**src/rtl/enc8to3_event_pkg.sv**
```systemverilog
// enc8to3_event_pkg: shared widths and vector types for the event encoder.
package enc8to3_event_pkg;
    localparam int ENC_W = 3;
    localparam int LINES = 8;
    typedef logic [LINES-1:0] line_t;
    typedef logic [ENC_W-1:0] idx_t;
endpackage

```
**src/rtl/pri_enc8to3.sv**
```systemverilog
// pri_enc8to3: combinational lowest-index-first priority encoder with one-hot grant.
module pri_enc8to3
    import enc8to3_event_pkg::*;
(
    input  logic [LINES-1:0] cand,
    output logic [ENC_W-1:0] idx,
    output logic             any,
    output logic [LINES-1:0] grant
);
    always_comb begin
        idx = '0;
        for (int i = LINES - 1; i >= 0; i--)
            if (cand[i]) idx = idx_t'(i);
    end
    // Two's-complement trick isolates the lowest set bit.
    assign grant = cand & (~cand + line_t'(1));
    assign any   = |cand;
endmodule

```
**src/rtl/enc8to3_event.sv**
```systemverilog
// enc8to3_event: synchronizes eight request lines and delivers each rising edge
// as a 3-bit index on a valid/ready interface.
module enc8to3_event
    import enc8to3_event_pkg::*;
#(
    parameter int SYNC_STAGES = 2
) (
    input  logic             clk,
    input  logic             rst_n,
    input  logic [LINES-1:0] in,
    input  logic             en,
    input  logic             clr,
    output logic [ENC_W-1:0] out,
    output logic             valid,
    input  logic             ready,
    output logic [LINES-1:0] pending,
    output logic             overflow
);
    line_t sync_q [SYNC_STAGES];
    line_t sync_d [SYNC_STAGES];
    line_t prev_q, prev_d, pending_q, pending_d;
    line_t s, rise, cand, grant_oh, grant;
    idx_t  out_q, out_d, idx;
    logic  valid_q, valid_d, overflow_q, overflow_d, any, free;

    for (genvar g = 0; g < SYNC_STAGES; g++) begin : g_sync
        if (g == 0) begin : g_first
            assign sync_d[g] = in;
        end else begin : g_next
            assign sync_d[g] = sync_q[g-1];
        end
    end

    pri_enc8to3 u_pri (
        .cand  (cand),
        .idx   (idx),
        .any   (any),
        .grant (grant_oh)
    );

    always_comb begin
        s          = sync_q[SYNC_STAGES-1];
        prev_d     = s;
        rise       = s & ~prev_q & {LINES{en}};
        cand       = pending_q | rise;
        free       = !valid_q || ready;
        grant      = free ? grant_oh : '0;
        // A fresh edge on the bit just granted from pending is a new event and stays pending.
        pending_d  = clr ? '0 : (cand & ~grant) | (rise & pending_q & grant);
        overflow_d = !clr && (overflow_q || |(rise & pending_q & ~grant));
        valid_d    = !clr && (free ? any : valid_q);
        out_d      = (free && any && !clr) ? idx : out_q;
    end

    always_ff @(posedge clk or negedge rst_n) begin
        if (!rst_n) begin
            for (int i = 0; i < SYNC_STAGES; i++) sync_q[i] <= '0;
            prev_q     <= '0;
            pending_q  <= '0;
            out_q      <= '0;
            valid_q    <= 1'b0;
            overflow_q <= 1'b0;
        end else begin
            sync_q     <= sync_d;
            prev_q     <= prev_d;
            pending_q  <= pending_d;
            out_q      <= out_d;
            valid_q    <= valid_d;
            overflow_q <= overflow_d;
        end
    end

    assign out      = out_q;
    assign valid    = valid_q;
    assign pending  = pending_q;
    assign overflow = overflow_q;
endmodule

```
**config.mk**
```make
export PLATFORM = sky130hd
export DESIGN_NAME = enc8to3_event
export DESIGN_NICKNAME = d
export VERILOG_FILES = /design/src/rtl/enc8to3_event_pkg.sv /design/src/rtl/pri_enc8to3.sv /design/src/rtl/enc8to3_event.sv
export SDC_FILE = /design/constraint.sdc
export NUM_CORES = 1
export LEC_CHECK = 0
export BUFFER_PORTS_ARGS = -buffer_cell sky130_fd_sc_hd__buf_2
export CORE_ASPECT_RATIO = 1.1
export CORE_MARGIN = 5
export CORE_UTILIZATION = 53
export CTS_BUF_LIST = sky130_fd_sc_hd__clkbuf_16
export DETAILED_ROUTE_END_ITERATION = 10
export PLACE_DENSITY = 0.76
export SLEW_MARGIN = 25
export SYNTH_ARGS = -nofsm -noshare
export SYNTH_HDL_FRONTEND = slang
export SYNTH_SLANG_ARGS = --single-unit
```
**constraint.sdc**
```tcl
create_clock -name clk -period 4.1 [get_ports clk]
set_input_delay 0.41 -clock clk [delete_from_list [all_inputs] [get_ports clk]]
set_output_delay 0.41 -clock clk [all_outputs]
set_load 0.02 [all_outputs]
```
==> results of run 1 <==
report_power, final:
part           switching, mW  total [mW]  internal (mW)  leakage [nW]
logic                 0.0665       0.108         0.0419         0.325
registers             0.0128       0.403          0.390         0.453
clock network          0.135       0.419          0.284        0.0775
total                  0.214       0.930          0.716         0.855
cell families (layout without fill, tap and decap cells):
family	count (synthesis)	in the layout
buffers and inverters	4	33
and+or+nand+nor	53	53
AOI/OAI and AO/OA	28	28
DFF	37	37
muxes	1	1
adders and majority gates	1	1
sequential cells by signal, summed over array words and instances (netlist names):
signal	cells
prev_q	8
pending	8
out	3
overflow	1
sync_d	8
prev_d	8
valid	1
cell usage in the layout (no fill, tap or decap), types with 2 or more instances in the layout:
cell       count
dfrtp_1       37
buf_2         25
nand2_1       14
nor2_1        14
a21oi_1        9
and3b_2        6
o21ai_0        6
clkbuf_16      5
nor2b_1        3
o31ai_1        3
nand3_1        3
nor3_1         3
nor4_1         2
a211o_1        2
a21boi_0       2
layout make-up:
type,instances,area [um2],area share
Sequential cell,37,926,0.521
Multi-Input combinational cell,83,519,0.292
Clock buffer,5,125,0.0704
Timing Repair Buffer,25,125,0.0704
Clock inverter,3,41.3,0.0232
Tap cell,33,41.3,0.0232
metal layers:
| layer | share of wire | routed length [um] |
|---|---|---|
| met1 | 0.41 | 1040 |
| met2 | 0.51 | 1310 |
| met3 | 0.058 | 149 |
| met4 | 0.020 | 50 |
| met5 | 0 | 0 |
metrics by stage:
stage | area (um2) | utilization | instances
after floorplan | 1480 | - | 124
after global placement | 1610 | 0.591 | 178
after detailed placement | 1610 | 0.591 | 178
after CTS | 1780 | 0.652 | 186
after global routing | 1780 | 0.652 | 186
final | 1780 | 0.652 | 186
critical path, delay by kind of cell (launching register included):
family                     cells  cell delay [ns]
and+or+nand+nor                5             1.21
DFF                            1             0.38
adders and majority gates      1             0.30
final timing paths:
path | start | endpoint | slack [ns] | cells after the start
max | prev_d[0]$_DFF_PN0_ | pending[5]$_DFF_PN0_ | 2.09 | 6
min | rst_n | pending[5]$_DFF_PN0_ | 0.21 | 1
max reg2reg | prev_d[0]$_DFF_PN0_ | pending[5]$_DFF_PN0_ | 2.09 | 6
min reg2reg | sync_d[7]$_DFF_PN0_ | prev_d[7]$_DFF_PN0_ | 0.34 | 0
max in group asynchronous | rst_n | sync_d[5]$_DFF_PN0_ | 3.38 | 1
min in group clk | in[3] | sync_d[3]$_DFF_PN0_ | 0.24 | 1
==> results.ini, run 1 <==
[global_routing]
use_met3=0.0413
grt_start_max_net_pins=38
use_met2=0.254
grt_busiest_layer=met2
grt.total_usage=0.159
grt_pass1_wl_um=4650
grt_overflow_total=0
grt_pass1_vias=1037
use_met1=0.198
grt_antenna_before_repair=0

[power_and_ir_drop]
power.total_uw=930
p_leak_nw=0.855
p_per_area_mw_per_mm2=523
peakVddDrop_mv=0.603

[run]
drv_cap=0

[timing]
fin_ws_ns=2.09
hold_viol_final=0
skew_ns=0.00404
tightest_slew_ns=0.783
report.final.slew_viol_count=0
period_share=0.489
rsz0062_at_grt=no
fmax_ghz=0.498
post-route-min-period_ns=2.01
tns_ns=0
fin_worst_hold_slack_ns=0.213
slew_headroom=0.478
setup_viol=0

[logic_synthesis]
ys_ff_latch=37
synth_area_mm2=0.00148
synth_simple_gate_area_frac=0.216
syn-num-nets=137
synth_edf_count=0
synth_area_leader_cell=dfrtp_1
synthTopCellsByCount=dfrtp_1 (37), nand2_1 (14), nor2_1 (14)
synth_compound_area_frac=0.119
async_reset_ff_frac=1.00
synthXorXnorAreaFrac=0
synthAdderAreaFrac=0.00760
yosys.cell_types.count=33
syn_inst=124
yosysTopAreaCellShare=0.625
muxShareOfSynthArea=0.00760
synth_ff_type=dfrtp_1
synth.most_common_cell=dfrtp_1
synth_top_family_by_area=simple AND/OR/NAND/NOR gates
ys_top_cells_by_area=dfrtp_1 (63%), and3b_2 (4.1%), nand2_1 (3.5%), nor2_1 (3.5%), a21oi_1 (3.0%)
yosysWarnings=0
synth_seq_area_share=0.625
avgSynthCellArea_um2=11.9

[place]
detailed_place_hpwl_um=1850
dpl_worst_slack_ns=1.90
port_buffers=25
place_congestion=0.864

[route]
drtPass1Iterations=4
route.detailed.drc=0
vias_per_cell=5.49
drtAntennaViolNets=0
routed_wl_um=2550
wl_per_cell_um=13.7
vias=1022
dr.first_iter.drc_count=28

[setup_path]
end_kind=flip-flop
arrival_ns=2.16
required_ns=4.26
critical_path.max_stage_delay_ns=0.46
critPathKind=flip-flop to flip-flop
slowest_stage=or3_1
critPathMaxFanout=7
start_kind=flip-flop
crit_chain=and3b_4 > or3_1 > nor3b_4 > nand2_1 > maj3_2 > nor2b_4

[cts]
clock_latency_ns=0.27
cts_resized=0
ctsLongestPathBuffers=2
numClockSinks=37
cts.hold.buffers_added=0
cts_tree=built
cts-root-buf=clkbuf_16
htree_levels=2
cts_setup_buffers=0
cts_buffers=5
clk_pin_slew_worst_paths_ns=0.05

[floorplanning]
dieArea_mm2=0.00395
coreArea_mm2=0.00273
die_h_um=65.5
num_rows=20
start_util=0.543
io_pins=26
fp.dieW_um=60.4

[finish]
drive_gt1_frac=0.307
n_antenna_cell=0
area_growth_pct=20.0
nNetsFinal=165
fillers=222

[status]
status=complete, no violations

[hold_path]
min_path_type=primary input to async pin

No activity file was read; power rests on OpenSTA's default activity.
==> run 2, diff against run 1 <==
==> constraint.sdc (replaced) <==
create_clock -name clk -period 1.91 [get_ports clk]
set_input_delay 0.191 -clock clk [delete_from_list [all_inputs] [get_ports clk]]
set_output_delay 0.191 -clock clk [all_outputs]
set_load 0.02 [all_outputs]
==> run 2 against run 1 <==
The run now ends with hold timing left. Utilization rose by 2.0 points. First-iteration DRC count fell by 7.1%. Highest routed layer unchanged. Sequential power grew 120%. Count of clock-buffer cells in the layout is the same.
==> results.ini, run 2 (synthesized netlist as in run 1, its figures left out) <==
[global_routing]
grt_pass1_vias=1135  ; was 1,037
grt.total_usage=0.180  ; was 0.159
grt_overflow_total=0  ; unchanged
grt_start_max_net_pins=38  ; unchanged
grt_antenna_before_repair=0  ; unchanged
grt_pass1_wl_um=5170  ; was 4650 um

[finish]
nNetsFinal=171  ; was 165
area_growth_pct=23.6  ; was 20.0%
mostFrequentLayoutCells=dfrtp_1 (37), buf_2 (25), nand2_1 (14), nor2_1 (14), a21oi_1 (9)  ; unchanged
n_antenna_cell=0  ; unchanged
final_common_cell=dfrtp_1  ; unchanged
drive_gt1_frac=0.340  ; was 0.307

[route]
drtAntennaViolNets=0  ; unchanged
routed_wl_um=3070  ; was 2550 um
vias_per_cell=5.65  ; was 5.49
vias=1084  ; was 1,022
dr.first_iter.drc_count=26  ; was 28
route.detailed.drc=0  ; unchanged
drtPass1Iterations=4  ; unchanged
wl_per_cell_um=16.0  ; was 13.7 um

[floorplanning]
die_h_um=65.5  ; unchanged
io_pins=26  ; unchanged
num_rows=20  ; unchanged
start_util=0.543  ; unchanged
dieArea_mm2=0.00395  ; unchanged
fp.dieW_um=60.4  ; unchanged
coreArea_mm2=0.00273  ; unchanged

[power_and_ir_drop]
p_per_area_mw_per_mm2=1110  ; was 523 mW/mm2
p_leak_nw=0.885  ; was 0.855 nW
peakVddDrop_mv=0.872  ; was 0.603 mV
power.total_mw=2.04  ; was 930 uW

[cts]
cts_buffers=5  ; unchanged
numClockSinks=37  ; unchanged
cts-root-buf=clkbuf_16  ; unchanged
clock_latency_ns=0.28  ; was 0.27 ns
cts_setup_buffers=0  ; unchanged
cts_tree=built  ; unchanged
ctsLongestPathBuffers=2  ; unchanged
clk_pin_slew_worst_paths_ns=0.06  ; was 0.05 ns
cts.hold.buffers_added=0  ; unchanged
htree_levels=2  ; unchanged

[timing]
skew_ns=0.00373  ; was 0.00404 ns
report.final.slew_viol_count=0  ; unchanged
post-route-min-period_ns=1.81  ; was 2.01 ns
fin_worst_hold_slack_ns=-0.0107  ; was 0.213 ns
setup_viol=0  ; unchanged
tightest_slew_ns=0.778  ; was 0.783 ns
fin_ws_ns=0.104  ; was 2.09 ns
period_share=0.946  ; was 0.489
hold_viol_final=8  ; was 0
slew_headroom=0.481  ; was 0.478
fmax_ghz=0.554  ; was 0.498 GHz
tns_ns=0  ; unchanged

[setup_path]
arrival_ns=1.96  ; was 2.16 ns
critPathMaxFanout=6  ; was 7
rr_worst_depth=7  ; was 6
critPathKind=flip-flop to flip-flop  ; unchanged
slowest_stage=dfrtp_1  ; was or3_1
required_ns=2.06  ; was 4.26 ns
start_kind=flip-flop  ; unchanged
r2r_end=overflow$_DFF_PN0_  ; was pending[5]$_DFF_PN0_
end_kind=flip-flop  ; unchanged
crit_chain=and3b_2 > nor4_2 > nor3b_4 > buf_4 > a21boi_0 > o21ai_1 > a31oi_1  ; was and3b_4 > or3_1 > nor3b_4 > nand2_1 > maj3_2 > nor2b_4
critical_path.max_stage_delay_ns=0.38  ; was 0.46 ns
ff2ff_setup_slack_ns=0.10  ; was 2.09 ns
reg2reg_from=prev_d[3]$_DFF_PN0_  ; was prev_d[0]$_DFF_PN0_

[place]
detailed_place_hpwl_um=2080  ; was 1850 um
dpl_worst_slack_ns=0.0472  ; was 1.90 ns
place_congestion=0.829  ; was 0.864
port_buffers=25  ; unchanged

[run]
drv_cap=0  ; unchanged

[hold_path]
min_path_type=primary input to async pin  ; unchanged

[status]
violations=hold timing
status=finished with violations  ; was complete, no violations

## run 2: cell types whose count changed in the layout (fill, tap and decap cells not counted), sizes merged
cell	delta
buf	+6
## run 2: worst max-delay path by stage
stage,slack [ns],cells after the start,endpoint,startpoint
6_report,0.10,7,overflow$_DFF_PN0_,prev_d[3]$_DFF_PN0_
5_1_grt,-0.006,7,pending[7]$_DFF_PN0_,prev_d[3]$_DFF_PN0_
4_1_cts,0.02,7,overflow$_DFF_PN0_,prev_d[3]$_DFF_PN0_
3_5_place_dp,0.05,7,overflow$_DFF_PN0_,prev_d[3]$_DFF_PN0_
3_3_place_gp,0.08,6,pending[5]$_DFF_PN0_,prev_d[3]$_DFF_PN0_
2_1_floorplan,-0.12,8,pending[5]$_DFF_PN0_,valid$_DFF_PN0_
## run 2: layout make-up
| class | count | area [um2] |
|---|---|---|
| clock buffers | 5 | 125 |
| clock inverters | 3 | 41.3 |
| fillers | 207 | 896 |
| multi-input cells | 83 | 528 |
| flip-flops and latches | 37 | 926 |
| well taps | 33 | 41.3 |
| repair buffers | 31 | 170 |
## run 2: per-layer routing
metal	routed length [um]	up-vias	GRT usage
met5	0	-	0
met4	46	0	0.0759
met3	184	7	0.0589
met2	1690	31	0.314
met1	1160	542	0.196
li1	-	504	-
## run 2: per-stage QoR
stage | utilization | instances | hold WS [ns] | cell area (um2)
after detailed placement | 0.607 | 184 | 0.300 | 1660
after global placement | 0.607 | 184 | 0.299 | 1660
after global routing | 0.672 | 192 | 0.0109 | 1830
after CTS | 0.668 | 192 | 0.0146 | 1820
after floorplan | - | 124 | -0.105 | 1480
final | 0.672 | 192 | -0.0107 | 1830
## run 2: report_power, final
part | internal, mW | switching (mW)
sequential | 0.838 | 0.0302
clock | 0.610 | 0.300
combinational | 0.110 | 0.153
total | 1.56 | 0.484
## run 2: worst max-delay path: cells and delay by family (launching register included)
kind / cells / cell delay, ns
simple gates: 3 / 0.79
flops: 1 / 0.38
compound gates: 3 / 0.34
buf+inv: 1 / 0.17
## run 2: what timing repair did
item                                   4_1_cts  5_1_grt
setup endpoints to repair                    0        5
endpoints found under the hold margin        0        0
resized for setup                            0        4
